[config.mk]
export PLATFORM = sky130hd
export DESIGN_NAME = jogo_sequencia_param
export DESIGN_NICKNAME = d
export VERILOG_FILES = /design/src/rtl/jogo_pkg.sv /design/src/rtl/jogo_sequencia_fd.sv /design/src/rtl/jogo_sequencia_param.sv
export SDC_FILE = /design/constraint.sdc
export NUM_CORES = 1
export LEC_CHECK = 0
export CAP_MARGIN = 20
export CORE_MARGIN = 8
export CORE_UTILIZATION = 47
export CTS_CLUSTER_SIZE = 40
export DETAILED_ROUTE_END_ITERATION = 10
export PLACE_DENSITY = 0.75
export SLEW_MARGIN = 10
export SYNTH_ARGS = -nofsm -noshare
export SYNTH_HDL_FRONTEND = slang
export SYNTH_SLANG_ARGS = --single-unit
[constraint.sdc]
create_clock -name clock_i -period 2.81 [get_ports clock_i]
set_clock_uncertainty 0.1 [all_clocks]
set_input_delay 0.7025 -clock clock_i [delete_from_list [all_inputs] [get_ports clock_i]]
set_output_delay 0.7025 -clock clock_i [all_outputs]
set_load 0.03 [all_outputs]
[src/rtl/jogo_pkg.sv]
// Shared definitions for the parametrised sequence-memory game core.
// Holds the state encoding (codes match the debug 7-segment display),
// the sequence-memory content function and a constant clog2 helper.
package jogo_pkg;

  // Widest button vector the core supports; the memory function works at
  // this width and callers cut the result down to N_BOTOES.
  localparam int MAX_BOTOES = 8;

  typedef enum logic [3:0] {
    ST_INICIAL     = 4'h0,
    ST_PREPARACAO  = 4'h1,
    ST_ESPERA      = 4'h2,
    ST_REGISTRA    = 4'h4,
    ST_COMPARA     = 4'h5,
    ST_PROX_JOGADA = 4'h6,
    ST_PROX_RODADA = 4'h7,
    ST_FIM_ACERTO  = 4'hA,
    ST_FIM_TIMEOUT = 4'hD,
    ST_FIM_ERRO    = 4'hE
  } estado_t;

  // Smallest r with 2**r >= value (0 for value <= 1).
  function automatic int clog2(input int value);
    int r;
    r = 0;
    for (int i = 0; i < 31; i++) begin
      if ((1 << i) < value) r = i + 1;
    end
    return r;
  endfunction

  // Sequence entry i is the one-hot code of button (i mod n_botoes).
  function automatic logic [MAX_BOTOES-1:0] palavra_memoria(input int indice,
                                                            input int n_botoes);
    logic [MAX_BOTOES-1:0] um;
    um = {{(MAX_BOTOES-1){1'b0}}, 1'b1};
    return um << (indice % n_botoes);
  endfunction

endpackage

[src/rtl/jogo_sequencia_fd.sv]
// Datapath of the sequence game: play index counter, round register,
// play register, press edge detector, play timeout timer, sequence ROM
// (synchronous read at the play index) and the play/memory comparator.
// Ports:
//   clk_i, rst_ni       clock, async active-low reset
//   botoes_i            raw button vector
//   zera_i              clear index/play/round for a new game
//   modo_i              round mode captured for this game (0 full, 1 progressive)
//   registra_i          load play register
//   conta_jogada_i      advance play index
//   conta_rodada_i      advance round, restart index
//   conta_timer_i       timer runs while high, clears otherwise
//   contador_o, rodada_o, jogada_o, memoria_o   datapath registers
//   tem_jogada_o        one-cycle new-press pulse
//   igual_o             play matches memory word
//   fim_rodada_o        index reached the last play of the round
//   ultima_rodada_o     round is the final one
//   estouro_o           timer at its last waiting cycle
module jogo_sequencia_fd
  import jogo_pkg::*;
#(
  parameter int N_BOTOES       = 4,
  parameter int PROFUNDIDADE   = 16,
  parameter int TIMEOUT_CICLOS = 5000,
  localparam int AW = clog2(PROFUNDIDADE)
) (
  input  logic                clk_i,
  input  logic                rst_ni,
  input  logic [N_BOTOES-1:0] botoes_i,
  input  logic                zera_i,
  input  logic                modo_i,
  input  logic                registra_i,
  input  logic                conta_jogada_i,
  input  logic                conta_rodada_i,
  input  logic                conta_timer_i,
  output logic [AW-1:0]       contador_o,
  output logic [AW-1:0]       rodada_o,
  output logic [N_BOTOES-1:0] jogada_o,
  output logic [N_BOTOES-1:0] memoria_o,
  output logic                tem_jogada_o,
  output logic                igual_o,
  output logic                fim_rodada_o,
  output logic                ultima_rodada_o,
  output logic                estouro_o
);

  localparam int TW   = (TIMEOUT_CICLOS < 2) ? 1 : clog2(TIMEOUT_CICLOS);
  localparam int TMAX = (TIMEOUT_CICLOS == 0) ? 0 : TIMEOUT_CICLOS - 1;
  localparam logic [AW-1:0] ULTIMO = AW'(PROFUNDIDADE - 1);

  logic [AW-1:0]       contador_q, contador_d;
  logic [AW-1:0]       rodada_q, rodada_d;
  logic [N_BOTOES-1:0] jogada_q, jogada_d;
  logic [N_BOTOES-1:0] botoes_q;
  logic                tem_jogada_q;
  logic [N_BOTOES-1:0] memoria_q;
  logic [TW-1:0]       timer_q, timer_d;

  always_comb begin
    contador_d = contador_q;
    rodada_d   = rodada_q;
    jogada_d   = jogada_q;
    if (zera_i) begin
      contador_d = '0;
      jogada_d   = '0;
      rodada_d   = modo_i ? '0 : ULTIMO;
    end else begin
      if (conta_jogada_i) contador_d = contador_q + 1'b1;
      if (conta_rodada_i) begin
        contador_d = '0;
        rodada_d   = rodada_q + 1'b1;
      end
      // botoes_q still holds the press that produced tem_jogada.
      if (registra_i) jogada_d = botoes_q;
    end
    timer_d = conta_timer_i ? timer_q + TW'(1) : '0;
  end

  always_ff @(posedge clk_i or negedge rst_ni) begin
    if (!rst_ni) begin
      contador_q   <= '0;
      rodada_q     <= '0;
      jogada_q     <= '0;
      botoes_q     <= '0;
      tem_jogada_q <= 1'b0;
      memoria_q    <= N_BOTOES'(palavra_memoria(0, N_BOTOES));
      timer_q      <= '0;
    end else begin
      contador_q   <= contador_d;
      rodada_q     <= rodada_d;
      jogada_q     <= jogada_d;
      botoes_q     <= botoes_i;
      tem_jogada_q <= (botoes_i != '0) && (botoes_q == '0);
      memoria_q    <= N_BOTOES'(palavra_memoria(int'(contador_q), N_BOTOES));
      timer_q      <= timer_d;
    end
  end

  assign contador_o      = contador_q;
  assign rodada_o        = rodada_q;
  assign jogada_o        = jogada_q;
  assign memoria_o       = memoria_q;
  assign tem_jogada_o    = tem_jogada_q;
  assign igual_o         = (jogada_q == memoria_q);
  assign fim_rodada_o    = (contador_q == rodada_q);
  assign ultima_rodada_o = (rodada_q == ULTIMO);
  assign estouro_o       = (TIMEOUT_CICLOS != 0) && (timer_q == TW'(TMAX));

endmodule

[src/rtl/jogo_sequencia_param.sv]
// Top of the parametrised sequence game: control FSM plus datapath.
// Ports:
//   clock_i, reset_ni   clock, async active-low reset
//   iniciar_i           start/restart request (level)
//   modo_i              0 full sequence, 1 progressive rounds
//   botoes_i            button vector
//   pronto_o, acertou_o, errou_o, timeout_o   game result flags
//   leds_o              last registered play
//   db_*_o              debug taps (state code, index, round, memory word,
//                       new-play pulse, comparator)
//
// state          | meaning
// inicial        | idle after reset
// preparacao     | clear datapath, load round per mode
// espera_jogada  | wait for a press, timer running
// registra       | load play register
// compara        | check play against memory
// proxima_jogada | advance play index
// proxima_rodada | advance round, restart index
// fim_acerto     | whole sequence reproduced
// fim_erro       | wrong play
// fim_timeout    | no play within the timeout
module jogo_sequencia_param
  import jogo_pkg::*;
#(
  parameter int N_BOTOES       = 4,
  parameter int PROFUNDIDADE   = 16,
  parameter int TIMEOUT_CICLOS = 5000,
  localparam int AW = clog2(PROFUNDIDADE)
) (
  input  logic                clock_i,
  input  logic                reset_ni,
  input  logic                iniciar_i,
  input  logic                modo_i,
  input  logic [N_BOTOES-1:0] botoes_i,
  output logic                pronto_o,
  output logic                acertou_o,
  output logic                errou_o,
  output logic                timeout_o,
  output logic [N_BOTOES-1:0] leds_o,
  output logic [3:0]          db_estado_o,
  output logic [AW-1:0]       db_contagem_o,
  output logic [AW-1:0]       db_rodada_o,
  output logic [N_BOTOES-1:0] db_memoria_o,
  output logic                db_tem_jogada_o,
  output logic                db_igual_o
);

  estado_t state_q, state_d;
  logic    modo_q;
  logic    pronto_q, acertou_q, errou_q, timeout_q;

  logic tem_jogada, igual, fim_rodada, ultima_rodada, estouro;
  logic ocioso;

  assign ocioso = (state_q == ST_INICIAL)    || (state_q == ST_FIM_ACERTO) ||
                  (state_q == ST_FIM_ERRO)   || (state_q == ST_FIM_TIMEOUT);

  jogo_sequencia_fd #(
    .N_BOTOES       (N_BOTOES),
    .PROFUNDIDADE   (PROFUNDIDADE),
    .TIMEOUT_CICLOS (TIMEOUT_CICLOS)
  ) u_fd (
    .clk_i           (clock_i),
    .rst_ni          (reset_ni),
    .botoes_i        (botoes_i),
    .zera_i          (state_q == ST_PREPARACAO),
    .modo_i          (modo_q),
    .registra_i      (state_q == ST_REGISTRA),
    .conta_jogada_i  (state_q == ST_PROX_JOGADA),
    .conta_rodada_i  (state_q == ST_PROX_RODADA),
    .conta_timer_i   (state_q == ST_ESPERA),
    .contador_o      (db_contagem_o),
    .rodada_o        (db_rodada_o),
    .jogada_o        (leds_o),
    .memoria_o       (db_memoria_o),
    .tem_jogada_o    (tem_jogada),
    .igual_o         (igual),
    .fim_rodada_o    (fim_rodada),
    .ultima_rodada_o (ultima_rodada),
    .estouro_o       (estouro)
  );

  always_comb begin
    state_d = state_q;
    unique case (state_q)
      ST_INICIAL:     if (iniciar_i) state_d = ST_PREPARACAO;
      ST_PREPARACAO:  state_d = ST_ESPERA;
      // A press wins over an expiring timer in the same cycle.
      ST_ESPERA: begin
        if (tem_jogada)   state_d = ST_REGISTRA;
        else if (estouro) state_d = ST_FIM_TIMEOUT;
      end
      ST_REGISTRA:    state_d = ST_COMPARA;
      ST_COMPARA: begin
        if (!igual)              state_d = ST_FIM_ERRO;
        else if (!fim_rodada)    state_d = ST_PROX_JOGADA;
        else if (ultima_rodada)  state_d = ST_FIM_ACERTO;
        else                     state_d = ST_PROX_RODADA;
      end
      ST_PROX_JOGADA: state_d = ST_ESPERA;
      ST_PROX_RODADA: state_d = ST_ESPERA;
      ST_FIM_ACERTO,
      ST_FIM_ERRO,
      ST_FIM_TIMEOUT: if (iniciar_i) state_d = ST_PREPARACAO;
      default:        state_d = ST_INICIAL;
    endcase
  end

  // Flags are decoded from the next state so they line up with state_q.
  always_ff @(posedge clock_i or negedge reset_ni) begin
    if (!reset_ni) begin
      state_q   <= ST_INICIAL;
      modo_q    <= 1'b0;
      pronto_q  <= 1'b0;
      acertou_q <= 1'b0;
      errou_q   <= 1'b0;
      timeout_q <= 1'b0;
    end else begin
      state_q <= state_d;
      if (ocioso && iniciar_i) modo_q <= modo_i;
      pronto_q  <= (state_d == ST_FIM_ACERTO) || (state_d == ST_FIM_ERRO) ||
                   (state_d == ST_FIM_TIMEOUT);
      acertou_q <= (state_d == ST_FIM_ACERTO);
      errou_q   <= (state_d == ST_FIM_ERRO) || (state_d == ST_FIM_TIMEOUT);
      timeout_q <= (state_d == ST_FIM_TIMEOUT);
    end
  end

  assign pronto_o        = pronto_q;
  assign acertou_o       = acertou_q;
  assign errou_o         = errou_q;
  assign timeout_o       = timeout_q;
  assign db_estado_o     = state_q;
  assign db_tem_jogada_o = tem_jogada;
  assign db_igual_o      = igual;

endmodule
==> impl_metrics.csv <==
group,metric,value,unit
routing,first_pass_iters,4,
logic_synthesis,synth_seq_cells,43,
run_status,status,"finished clean",
logic_synthesis,yosysSeqAreaShare,49.3,%
sta,grt_setup_unrepaired,"no",
critical_path,critical-path-top-delay-family,"buffers and inverters",
logic_synthesis,synthCells,221,
power,power_frac_comb,48.5,%
logic_synthesis,synth_top_family_by_area,"simple AND/OR/NAND/NOR gates",
critical_path,path_cells,"clkdlybuf4s50_1",
power,power_leakage,1.12,nW
logic_synthesis,synthTopCellsByArea,"dfrtp_1, xnor2_1, nor2_1",
hold_path,hp-class,"in -> async",
sta,timing.final.ws_setup,0.480,ns
clock_network,cts.sinks,43,
layout,area_growth,21.7,%
clock_network,tritoncts,"yes",
grt,grtUsageTotal,14.4,%
clock_network,path_clk_slew,0.08,ns
clock_network,clockRootBuffer,"clkbuf_8",
routing,drt_iter0_drc,158,
critical_path,cp-end-kind,"primary output",
power,ir_drop,575,uV
clock_network,cts_setup_buffers,0,
logic_synthesis,synth.top_cell.area_share,48.1,%
sta,clock.fmax,429,MHz
grt,grt_pass1_vias,1717,
placement,gpl.final_weighted_congestion,0.812,
logic_synthesis,synth_edf_count,0,
grt,globalRoute.totalOverflow,0,
critical_path,critical_path.slowest_cell,"clkdlybuf4s50_1",
logic_synthesis,synth_xor_area_share,6.82,%
clock_network,cts_buffers,5,
layout,antenna_cells,0,
power,switchingPower,0.00106,W
floorplan,std_cell_rows,24,
critical_path,reg2reg_from,"db_estado_o[1]$_DFF_PN0_",
sta,finalSetupViolCount,0,
sta,finalCritPeriodShare,82.9,%
power,seq_power_share,35.9,%
clock_network,cts_hold_buf,0,
logic_synthesis,ys_warn_count,0,
sta,hold_violations,0,
critical_path,worstSetupPathType,"reg -> out",
grt,grt_max_degree,27,
floorplan,core,4410,um2
critical_path,reg2reg_to,"acertou_o$_DFF_PN0_",
logic_synthesis,synth_cell_types,42,
flow_run,cap_violations,0,
floorplan,start_util,49.5,%
placement,dpl.cell_count,303,
clock_network,clk_latency,0.29,ns
critical_path,worstPathArrival,1.53,ns
clock_network,max-clock-path-buffers,2,
floorplan,die-area,7080,um2
sta,maxSlewHeadroom,63.8,%
critical_path,ff2ff_path_depth,6,
sta,worstMarginPinSlew,0.538,ns
routing,wirelength,4.77,mm
logic_synthesis,yosysMostFrequentCell,"dfrtp_1",
routing,drc,0,
logic_synthesis,synth_area,2180,um2
logic_synthesis,synth.mux.area_fraction,1.43,%
logic_synthesis,synth_top_area_cell,"dfrtp_1",
logic_synthesis,synthTopCellsByCount,"dfrtp_1, nor2_1, nand2_1, o21ai_0",
floorplan,die_h,84.2,um
critical_path,cp-start-kind,"register",
layout,drive_gt1_share,7.72,%
critical_path,crit_required,2.01,ns
logic_synthesis,async_reset_ff_share,100,%
logic_synthesis,synthFlopType,"dfrtp_1",
layout,layout.nets,272,
grt,grt_pass1_wl,8.46,mm
critical_path,crit_fanout,2,
critical_path,crit_buf_inv,1,
clock_network,htreeDepth,2,
power,swShare,43.4,%
placement,port_buffers,33,
routing,vias,1771,
logic_synthesis,synth_nets,235,
floorplan,die-width,84.2,um
logic_synthesis,synth_compound_area_share,15.3,%
clock_network,cts_resized,0,
placement,place_ws,0.400,ns
grt,antenna_found_initial,0,
sta,drv_slew,0,
floorplan,num_io_pins,34,
power,intPower,0.00139,W
routing,drtAntennaViolNets,0,
power,p_per_area,922,nW/um2
routing,wl_per_cell,15.3,um
sta,fin_tns_setup,0,ns
logic_synthesis,yosys.area_share.simple,19.9,%
logic_synthesis,synth_fa_ha_area_share,3.44,%
placement,hpwl,3.44,mm
layout,stdcell_count,311,
sta,finalCriticalPeriod,2.33,ns
power,p_clk_share,15.5,%
logic_synthesis,synth.avg_cell_area,9.88,um2
critical_path,r2r_setup_slack,0.82,ns
critical_path,cpPeakStageDelay,0.69,ns
routing,viasPerCell,5.69,
[cell type report]
cell class / instances / area, um2
fillers: 373 / 1760
flip-flops and latches: 43 / 1080
multi-input cells: 160 / 1020
repair buffers: 39 / 373
clock buffers: 6 / 72.6
well taps: 52 / 65.1
inverters: 9 / 33.8
clock inverters: 2 / 12.5
[logic make-up after synthesis]
| group | count (synthesis) |
|---|---|
| AOI/OAI and AO/OA | 52 |
| buffers and inverters | 18 |
| and+or+nand+nor | 82 |
| adders and majority gates | 6 |
| xor gates and xnor gates | 17 |
| muxes | 3 |
| DFF | 43 |
[stage by stage]
stage | utilization (%) | hold WS [ns] | cell area (um2) | power (W)
6_report | 60.2 | 0.220 | 2660 | 0.00245
5_1_grt | 60.2 | 0.233 | 2660 | 0.00265
4_1_cts | 60.1 | 0.222 | 2660 | 0.00248
3_5_place_dp | 58.2 | 0.389 | 2570 | 0.00208
3_3_place_gp | 58.2 | 0.372 | 2570 | 0.00207
2_1_floorplan | - | 0.307 | 2180 | 0.00168
[placed cells by master, fill, tap and decap left out, types with 2 or more instances in the layout]
cell type,n
clkbuf_8,5
and3_1,4
inv_1,9
dfrtp_1,42
or3_1,3
nor4bb_1,3
xor2_1,3
o22ai_1,7
nand3_1,8
nor3_1,3
a21oi_1,14
a22o_1,3
xnor2_1,14
nand2_1,17
nor2b_1,2
o21ai_0,15
mux2i_1,2
nor2_1,25
clkdlybuf4s50_1,31
o2bb2ai_1,2
nand4_1,4
and2_1,2
ha_1,6
nand2b_1,4
buf_4,6
a22oi_1,3
[how the worst max path moves through the flow]
| stage | startpoint | cells after the start | slack, ns | endpoint |
|---|---|---|---|---|
| 5_1_grt | u_fd.memoria_o[0]$_DFF_PN1_ | 4 | 0.34 | db_igual_o |
| 2_1_floorplan | u_fd.memoria_o[0]$_DFF_PN1_ | 6 | 0.76 | acertou_o$_DFF_PN0_ |
| 6_report | u_fd.memoria_o[0]$_DFF_PN1_ | 1 | 0.48 | db_memoria_o[0] |
| 3_3_place_gp | u_fd.memoria_o[0]$_DFF_PN1_ | 4 | 0.40 | db_igual_o |
| 4_1_cts | u_fd.memoria_o[0]$_DFF_PN1_ | 4 | 0.06 | db_igual_o |
| 3_5_place_dp | u_fd.memoria_o[0]$_DFF_PN1_ | 4 | 0.40 | db_igual_o |
[power by group through the flow]
stage,clock (W),sequential [W],combinational (W)
after global placement,0,0.000887,0.00118
after detailed placement,0,0.000892,0.00119
after global routing,0.000422,0.000908,0.00132
after floorplan,0,0.00106,0.000622
final,0.000380,0.000881,0.00119
after CTS,0.000395,0.000882,0.00120
[sequential cells by signal, summed over array words and instances, names as in the netlist]
signal	flops
acertou_o	1
db_estado_o	4
errou_o	1
modo_q	1
pronto_o	1
timeout_o	1
u_fd.botoes_q	4
u_fd.contador_o	4
u_fd.jogada_o	4
u_fd.memoria_o	4
u_fd.rodada_o	4
u_fd.tem_jogada_o	1
u_fd.timer_q	13
[layer usage]
metal / vias up / global-route usage, % / wire length, um
met5: - / 0 / 0
met4: 0 / 5.18 / 78
met3: 6 / 6.28 / 418
met2: 63 / 20.5 / 2150
met1: 841 / 18.9 / 2120
li1: 861 / - / -
Note: power is estimated with default switching activity, not from simulation.
